### src/rtl/region_mean_acc.sv
// region_mean_acc: per-frame RGB sums over NUM_REG programmable rectangles, streamed out as saturated means.
// Define REGION_MEAN_ROUND_EN to round the mean half up instead of truncating it.
module region_mean_acc #(
    parameter int H_ACT      = 1920,
    parameter int V_ACT      = 1080,
    parameter int NUM_REG    = 8,
    parameter int CH_W       = 8,
    parameter int COORD_W    = 12,
    parameter int SUM_W      = 28,
    parameter int MEAN_SHIFT = 16,
    localparam int IDX_W     = NUM_REG > 1 ? $clog2(NUM_REG) : 1
) (
    input  logic               clk,
    input  logic               rst,
    input  logic               sof,
    input  logic               data_en,
    input  logic [3*CH_W-1:0]  data,
    input  logic               cfg_we,
    input  logic [IDX_W-1:0]   cfg_idx,
    input  logic [COORD_W-1:0] cfg_x0,
    input  logic [COORD_W-1:0] cfg_x1,
    input  logic [COORD_W-1:0] cfg_y0,
    input  logic [COORD_W-1:0] cfg_y1,
    output logic               out_valid,
    input  logic               out_ready,
    output logic [IDX_W-1:0]   out_idx,
    output logic [CH_W-1:0]    out_r,
    output logic [CH_W-1:0]    out_g,
    output logic [CH_W-1:0]    out_b,
    output logic               out_last,
    output logic               frame_done,
    output logic               frame_err,
    output logic               overrun
);
    typedef enum logic {IDLE, STREAM} state_t;
    state_t state, state_nx;
    logic [COORD_W-1:0] col, row, pcol, prow;
    logic [COORD_W-1:0] pend [NUM_REG][4];
    logic [COORD_W-1:0] act [NUM_REG][4];
    logic [SUM_W-1:0] acc [NUM_REG][3];
    logic [SUM_W-1:0] bank [NUM_REG][3];
    logic [SUM_W-1:0] nsum [NUM_REG][3];
    logic [CH_W-1:0] mean [3];
    logic [IDX_W-1:0] nidx;
    logic line_end, frame_end, boundary, take_bank, handshake, load_beat;

    assign pcol = sof ? '0 : col;
    assign prow = sof ? '0 : row;
    assign line_end = pcol == COORD_W'(H_ACT - 1);
    assign frame_end = data_en && line_end && prow == COORD_W'(V_ACT - 1);
    assign boundary = data_en && (sof || frame_end);

    for (genvar r = 0; r < NUM_REG; r++) begin : g_reg
        logic [COORD_W-1:0] rc [4];
        logic hit;
        // the sof pixel opens a frame, so it already sees the config copied at that boundary
        for (genvar k = 0; k < 4; k++) begin : g_rc
            assign rc[k] = sof ? pend[r][k] : act[r][k];
        end
        assign hit = pcol >= rc[0] && pcol < rc[1] && prow >= rc[2] && prow < rc[3];
        for (genvar c = 0; c < 3; c++) begin : g_ch
            logic [SUM_W:0] s;
            assign s = (SUM_W+1)'(sof ? {SUM_W{1'b0}} : acc[r][c])
                     + (SUM_W+1)'(hit ? data[(2-c)*CH_W +: CH_W] : {CH_W{1'b0}});
            assign nsum[r][c] = s[SUM_W] ? '1 : s[SUM_W-1:0];
        end
    end

    for (genvar c = 0; c < 3; c++) begin : g_mean
        logic [SUM_W:0] q;
`ifdef REGION_MEAN_ROUND_EN
        assign q = ((SUM_W+1)'(bank[nidx][c]) + ((SUM_W+1)'(1) << (MEAN_SHIFT - 1))) >> MEAN_SHIFT;
`else
        assign q = (SUM_W+1)'(bank[nidx][c]) >> MEAN_SHIFT;
`endif
        assign mean[c] = |q[SUM_W:CH_W] ? '1 : q[CH_W-1:0];
    end

    always_ff @(posedge clk) begin
        if (rst) begin
            col <= '0;
            row <= '0;
            frame_done <= 1'b0;
            frame_err <= 1'b0;
            overrun <= 1'b0;
            for (int r = 0; r < NUM_REG; r++) begin
                for (int k = 0; k < 4; k++) begin
                    pend[r][k] <= '0;
                    act[r][k] <= '0;
                end
                for (int c = 0; c < 3; c++) begin
                    acc[r][c] <= '0;
                    bank[r][c] <= '0;
                end
            end
        end else begin
            frame_done <= take_bank;
            frame_err <= data_en && sof && (col != '0 || row != '0);
            overrun <= frame_end && state == STREAM;
            if (data_en) begin
                col <= line_end ? '0 : pcol + 1'b1;
                row <= frame_end ? '0 : line_end ? prow + 1'b1 : prow;
            end
            for (int r = 0; r < NUM_REG; r++) begin
                for (int k = 0; k < 4; k++)
                    if (boundary) act[r][k] <= pend[r][k];
                for (int c = 0; c < 3; c++) begin
                    if (data_en) acc[r][c] <= frame_end ? '0 : nsum[r][c];
                    if (take_bank) bank[r][c] <= nsum[r][c];
                end
            end
            // a write in a boundary cycle lands after the copy above, so it waits for the next boundary
            if (cfg_we && int'(cfg_idx) < NUM_REG) begin
                pend[cfg_idx][0] <= cfg_x0;
                pend[cfg_idx][1] <= cfg_x1;
                pend[cfg_idx][2] <= cfg_y0;
                pend[cfg_idx][3] <= cfg_y1;
            end
        end
    end

    always_ff @(posedge clk) state <= rst ? IDLE : state_nx;

    always_comb state_nx = state == IDLE ? (frame_end ? STREAM : IDLE) : (handshake && out_last ? IDLE : STREAM);

    always_comb begin
        take_bank = frame_end && state == IDLE;
        handshake = out_valid && out_ready;
        load_beat = state == STREAM && (!out_valid || (handshake && !out_last));
        nidx = out_valid ? out_idx + 1'b1 : '0;
    end

    always_ff @(posedge clk) begin
        if (rst) begin
            out_valid <= 1'b0;
            out_idx <= '0;
            out_r <= '0;
            out_g <= '0;
            out_b <= '0;
            out_last <= 1'b0;
        end else if (load_beat) begin
            out_valid <= 1'b1;
            out_idx <= nidx;
            out_r <= mean[0];
            out_g <= mean[1];
            out_b <= mean[2];
            out_last <= nidx == IDX_W'(NUM_REG - 1);
        end else if (handshake) begin
            out_valid <= 1'b0;
            out_last <= 1'b0;
        end
    end
endmodule

### config.mk
export PLATFORM = sky130hd
export DESIGN_NAME = region_mean_acc
export DESIGN_NICKNAME = d
export VERILOG_FILES = /design/src/rtl/region_mean_acc.sv
export SDC_FILE = /design/constraint.sdc
export NUM_CORES = 2
export LEC_CHECK = 0
export CAP_MARGIN = 5
export CORE_MARGIN = 5
export CORE_UTILIZATION = 64
export CTS_CLUSTER_DIAMETER = 60
export DETAILED_ROUTE_END_ITERATION = 6
export GPL_TIMING_DRIVEN = 0
export PLACE_DENSITY = 0.88
export RECOVER_POWER = 100
export SETUP_SLACK_MARGIN = 0.15
export SYNTH_ARGS = -nofsm -noshare
export SYNTH_HDL_FRONTEND = slang
export SYNTH_SLANG_ARGS = --single-unit
### constraint.sdc
create_clock -name clk -period 31.6 [get_ports clk]
set_clock_uncertainty 0.1 [all_clocks]
set_input_delay 6.32 -clock clk [delete_from_list [all_inputs] [get_ports clk]]
set_output_delay 6.32 -clock clk [all_outputs]
set_load 0.1 [all_outputs]
* Word level (Yosys, flattened, before mapping)
Memories as Yosys holds them, arrays and structs flattened. Index checks and enable logic that the tools add are counted. W data, S select, Z words.
Storage, ports and cells: logic and storage cells 446, memories kept 4, input port bits 81, bits in registers 57, output and inout bits 32, memory bits (writable) 2112
Memory list:
- acc | words 8, width 84, read ports 8, clocked after Yosys merged registers in 0, wr ports 8, RTL line 40 | logic [SUM_W-1:0] acc [NUM_REG][3];
- bank | words 8, width 84, read ports 1, clocked after Yosys merged registers in 0, wr ports 8, RTL line 41 | logic [SUM_W-1:0] bank [NUM_REG][3];
- act | words 8, width 48, read ports 8, clocked after Yosys merged registers in 0, wr ports 8, RTL line 39 | logic [COORD_W-1:0] act [NUM_REG][4];
- pend | words 8, width 48, read ports 8, clocked after Yosys merged registers in 0, wr ports 8, RTL line 38 | logic [COORD_W-1:0] pend [NUM_REG][4];
Operators by class: equal/unequal tests 3, mux-type cells 240, bitwise logic cells 81, $add $sub $neg 27, reduce and logical (&&, ||, !) cells 47, order comparisons 32
Operators with widths (count):
- $mux W28 | 120
- $mux W12 | 69
- $add A28 B8 Y29 | 24
- $mux W8 | 27
- $ge A12 B12 Y1 | 16
- $lt A12 B12 Y1 | 16
- $or A1 B1 Y1 | 80
- $mux W48 | 1
- $reduce_or A48 Y1 | 1
- $logic_and A1 B1 Y1 | 35
- $add A12 B1 Y12 const B | 2
- $eq A12 B11 Y1 const B | 2
- $reduce_bool A12 Y1 | 2
- $mux W1 | 21
- $reduce_or A4 Y1 | 3
- $mux W3 | 2
- $add A3 B1 Y3 const B | 1
- $eq A3 B3 Y1 const B | 1
- $logic_or A1 B1 Y1 | 3
- $logic_not A1 Y1 | 2
- $reduce_bool A2 Y1 | 1
- $not A1 Y1 | 1

* Depth between registers and ports, before layout
An unclocked memory read counts as a cell.
depth after elaboration 11, depth in mapped cells 30

* Worst setup path before layout
OpenSTA, ideal clock, no wires.
path type in2reg, from input sof, to memory bank[0][16] (netlist bit) (enable), setup slack 7.279 ns, setup time 0.999 ns, buffers on the path 9, stages 16, data arrival time 23.222 ns, cell sequence buf_2 -> buf_2 -> buf_2 -> buf_4 -> buf_2 -> buf_2 -> buf_2 -> clkbuf_1 -> clkbuf_1 -> nor2b_1 -> ha_1 -> nand3_1 -> or4_4 -> nor3_4 -> nand2_1 -> o21bai_1
RTL lines:
- start, declared | RTL line 15 | input logic sof,
- end, declared | RTL line 41

==> metrics.yaml <==
routing:
  avgViaCountPerCell: 6.96
  drt_iter0_markers: 12600
  route.vias.total: 82800
  ant_nets: 0
  wl_per_cell_um: 31.9
  firstDrtPassIters: 7
  drc_errors: 1
  wl_mm: 380
critical_path:
  crit_slowest_cell: "a2111oi_0"
  crit_type: "input port to flop"
  endpoint_kind: "flop"
  max_stage_delay_ns: 2.21
  cp_data_arrival_time_ns: 27.65
  crit_path_max_fanout: 16
  start_kind: "input port"
  crit_family: "buffers and inverters"
  cp_common_cell: "clkbuf_1"
  path_buf_inv: 14
  required_ns: 32.07
timing:
  worstMarginPinSlew_ns: 7.39
  slew_violations: 1291
  rsz0062_at_grt: "no"
  finalHoldViolations: 0
  finalSetupViolCount: 0
  period_share: 0.860
  fmax_mhz: 36.8
  maxSlewHeadroom: -3.92
  setup_slack_ns: 4.42
  holdWs_ns: 0.398
  min_period_ns: 27.18
synthesis:
  synthArstFlopShare: 0
  ys_ff_latch: 1785
  syn_nets: 9888
  synth_cells: 9244
  synth_top_area_share: 0.510
  netlist_top_cells_area: "edfxtp_1 (51%), ha_1 (6.6%), and2_1 (6.1%)"
  synth_area_per_cell_um2: 11.0
  synthDistinctLibCells: 91
  ys_seq_area_frac: 0.521
  synth-edff-count: 1728
  ys_warn_count: 0
  synth_area_leader_cell: "edfxtp_1"
  synth_ff_type: "edfxtp_1"
  synth_area_um2: 102000
placement:
  post-place-ws_ns: 10.64
  hpwlAfterDp_mm: 268
  place_congestion: 1.09
  port_buffers: 111
  place_inst: 11500
grt:
  grt_remaining_overflow: 0
  grt_usage: 0.444
  grt_max_degree: 129
  grt_pass1_wl_mm: 538
  grt_pass1_vias: 80500
  antenna_found_initial: 62
power_and_ir_drop:
  p_sw_w: 0.00140
  internal_power_w: 0.00413
  power_density_nw_per_um2: 49.2
  p_comb_frac: 0.082
  p_seq_frac: 0.508
  p_sw_frac: 0.253
  irDropWorstVdd_v: 0.0000700
  clockPowerShare: 0.410
  total_leakage_power_nw: 42.0
cells_and_area:
  nets: 10300
  syn_to_final_growth_pct: 10.5
  fill_cells: 10900
  final_cells: 11900
  drive_above_1_share: 0.0584
run_status:
  status: "finished, violations left"
  failed_checks: "design-rule violations, max-capacitance violations, max-slew violations"
job:
  timing.max_cap.violations: 41
die:
  die_y_um: 409
  die_area_um2: 167000
  initial_core_util: 0.643
  ioPinCount: 113
  rows: 146
  core_area_um2: 158000
  die_x_um: 409
clock_network:
  cts_max_path_buffers: 3
  post_cts_buffers: 0
  path_clk_slew_ns: 0.06
  worstSkewPairLatency_ns: 0.88
  cts-buffers-inserted: 189
  cts_tree: "built"
  ctsHoldBuffers: 0
  cts_resized: 0
  htreeDepth: 4
  cts_root_buf: "clkbuf_16"
  clock_sinks: 1785
hold_path:
  hold_path.class: "flop to flop"
stage by stage:
| step | cell area, um^2 | setup TNS [ns] | utilization | total power, W |
|---|---|---|---|---|
| final | 112000 | 0 | 0.710 | 0.00553 |
| after global routing | 112000 | 0 | 0.710 | 0.00563 |
| after CTS | 113000 | 0 | 0.715 | 0.00548 |
| after detailed placement | 107000 | 0 | 0.676 | 0.00328 |
| after global placement | 105000 | -1804.37 | 0.666 | 0.00331 |
| after floorplan | 102000 | 0 | - | 0.00311 |
worst reg2reg max path: cells and delay by family (launching register included):
kind            cells  cell delay (ns)
flops               1             0.40
buf+inv             6             6.31
compound gates      1             1.66
fa+ha+maj           1             0.33
simple gates        5             2.69
final timing paths:
kind            from          end  slack (ns)  cells past startpoint
max              sof  acc[0][207]        4.42                     28
min          col[11]      col[11]        0.40                      2
max reg2reg   col[1]  bank[5][22]       19.67                     13
min reg2reg  col[11]      col[11]        0.40                      2
sequential cells by signal (all words and copies together), names as in the netlist:
| signal | flops |
|---|---|
| acc | 672 |
| out_r | 8 |
| out_g | 8 |
| act | 384 |
| out_valid | 1 |
| bank | 288 |
| overrun | 1 |
| row | 12 |
| out_last | 1 |
| state | 1 |
| col | 12 |
| out_idx | 3 |
| frame_err | 1 |
| pend | 384 |
| frame_done | 1 |
| out_b | 8 |
cells in the final DEF, fill, tap and decap left out, types with 192 or more instances in the layout:
cell       synthesis  routed
clkbuf_16          0     192
and2_1           993     378
nor2b_1          374     360
edfxtp_1        1728    1728
and2_0             0     615
o21ai_0          276     277
nand3_1          230     230
nor2_1           857     855
ha_1             539     539
clkbuf_1         253     390
mux2i_1          389     389
xnor2_1          279     279
a21oi_1          623     624
nand2_1          532     533
synth_stat cells, drive strengths merged (170+ instances only):
| master | count |
|---|---|
| a21oi | 624 |
| xnor2 | 279 |
| nor3 | 172 |
| mux2i | 389 |
| nand2 | 533 |
| o21ai | 284 |
| nor2b | 374 |
| and2 | 993 |
| nor2 | 859 |
| clkbuf | 253 |
| xor2 | 170 |
| edfxtp | 1728 |
| nand3 | 230 |
| buf | 211 |
| ha | 539 |
power by group through the flow:
stage	combinational (W)	sequential, W	clock, W
2_1_floorplan	0.000245	0.00286	0
3_3_place_gp	0.000407	0.00291	0
3_5_place_dp	0.000439	0.00284	0
4_1_cts	0.000445	0.00279	0.00224
5_1_grt	0.000467	0.00282	0.00235
6_report	0.000453	0.00281	0.00227
cell type report:
type                       instances  area [um^2]  area share
clock buffer                     234         4990      0.0444
timing repair buffer             194         1780      0.0158
tap                             2072         2590      0.0231
antenna                           47          118     0.00105
buffer                           464         1950      0.0173
multi-input combinational       6858        46300       0.412
clock inverter                   113         1110     0.00992
sequential                      1785        53000       0.472
inverter                         137          515     0.00459
kinds of logic (layout without fill, tap and decap cells):
family | count (synthesis) | count (layout) | synth area share
compound gates | 1627 | 1627 | 0.0998
xor+xnor | 449 | 449 | 0.0387
fa+ha+maj | 579 | 579 | 0.0726
buf+inv | 601 | 1142 | 0.0247
flops | 1785 | 1785 | 0.521
mux | 440 | 440 | 0.0467
other cells | 0 | 47 | 0
simple gates | 3763 | 3763 | 0.196
per-layer routing:
metal	GRT usage	wire length [um]	vias to the layer above	share of wire
li1	-	-	34700	-
met1	0.495	117000	39500	0.31
met2	0.675	164000	6621	0.43
met3	0.134	50600	1989	0.13
met4	0.430	47800	16	0.13
met5	0.00259	118	-	0.00031
Power figures use the tool's default switching activity.
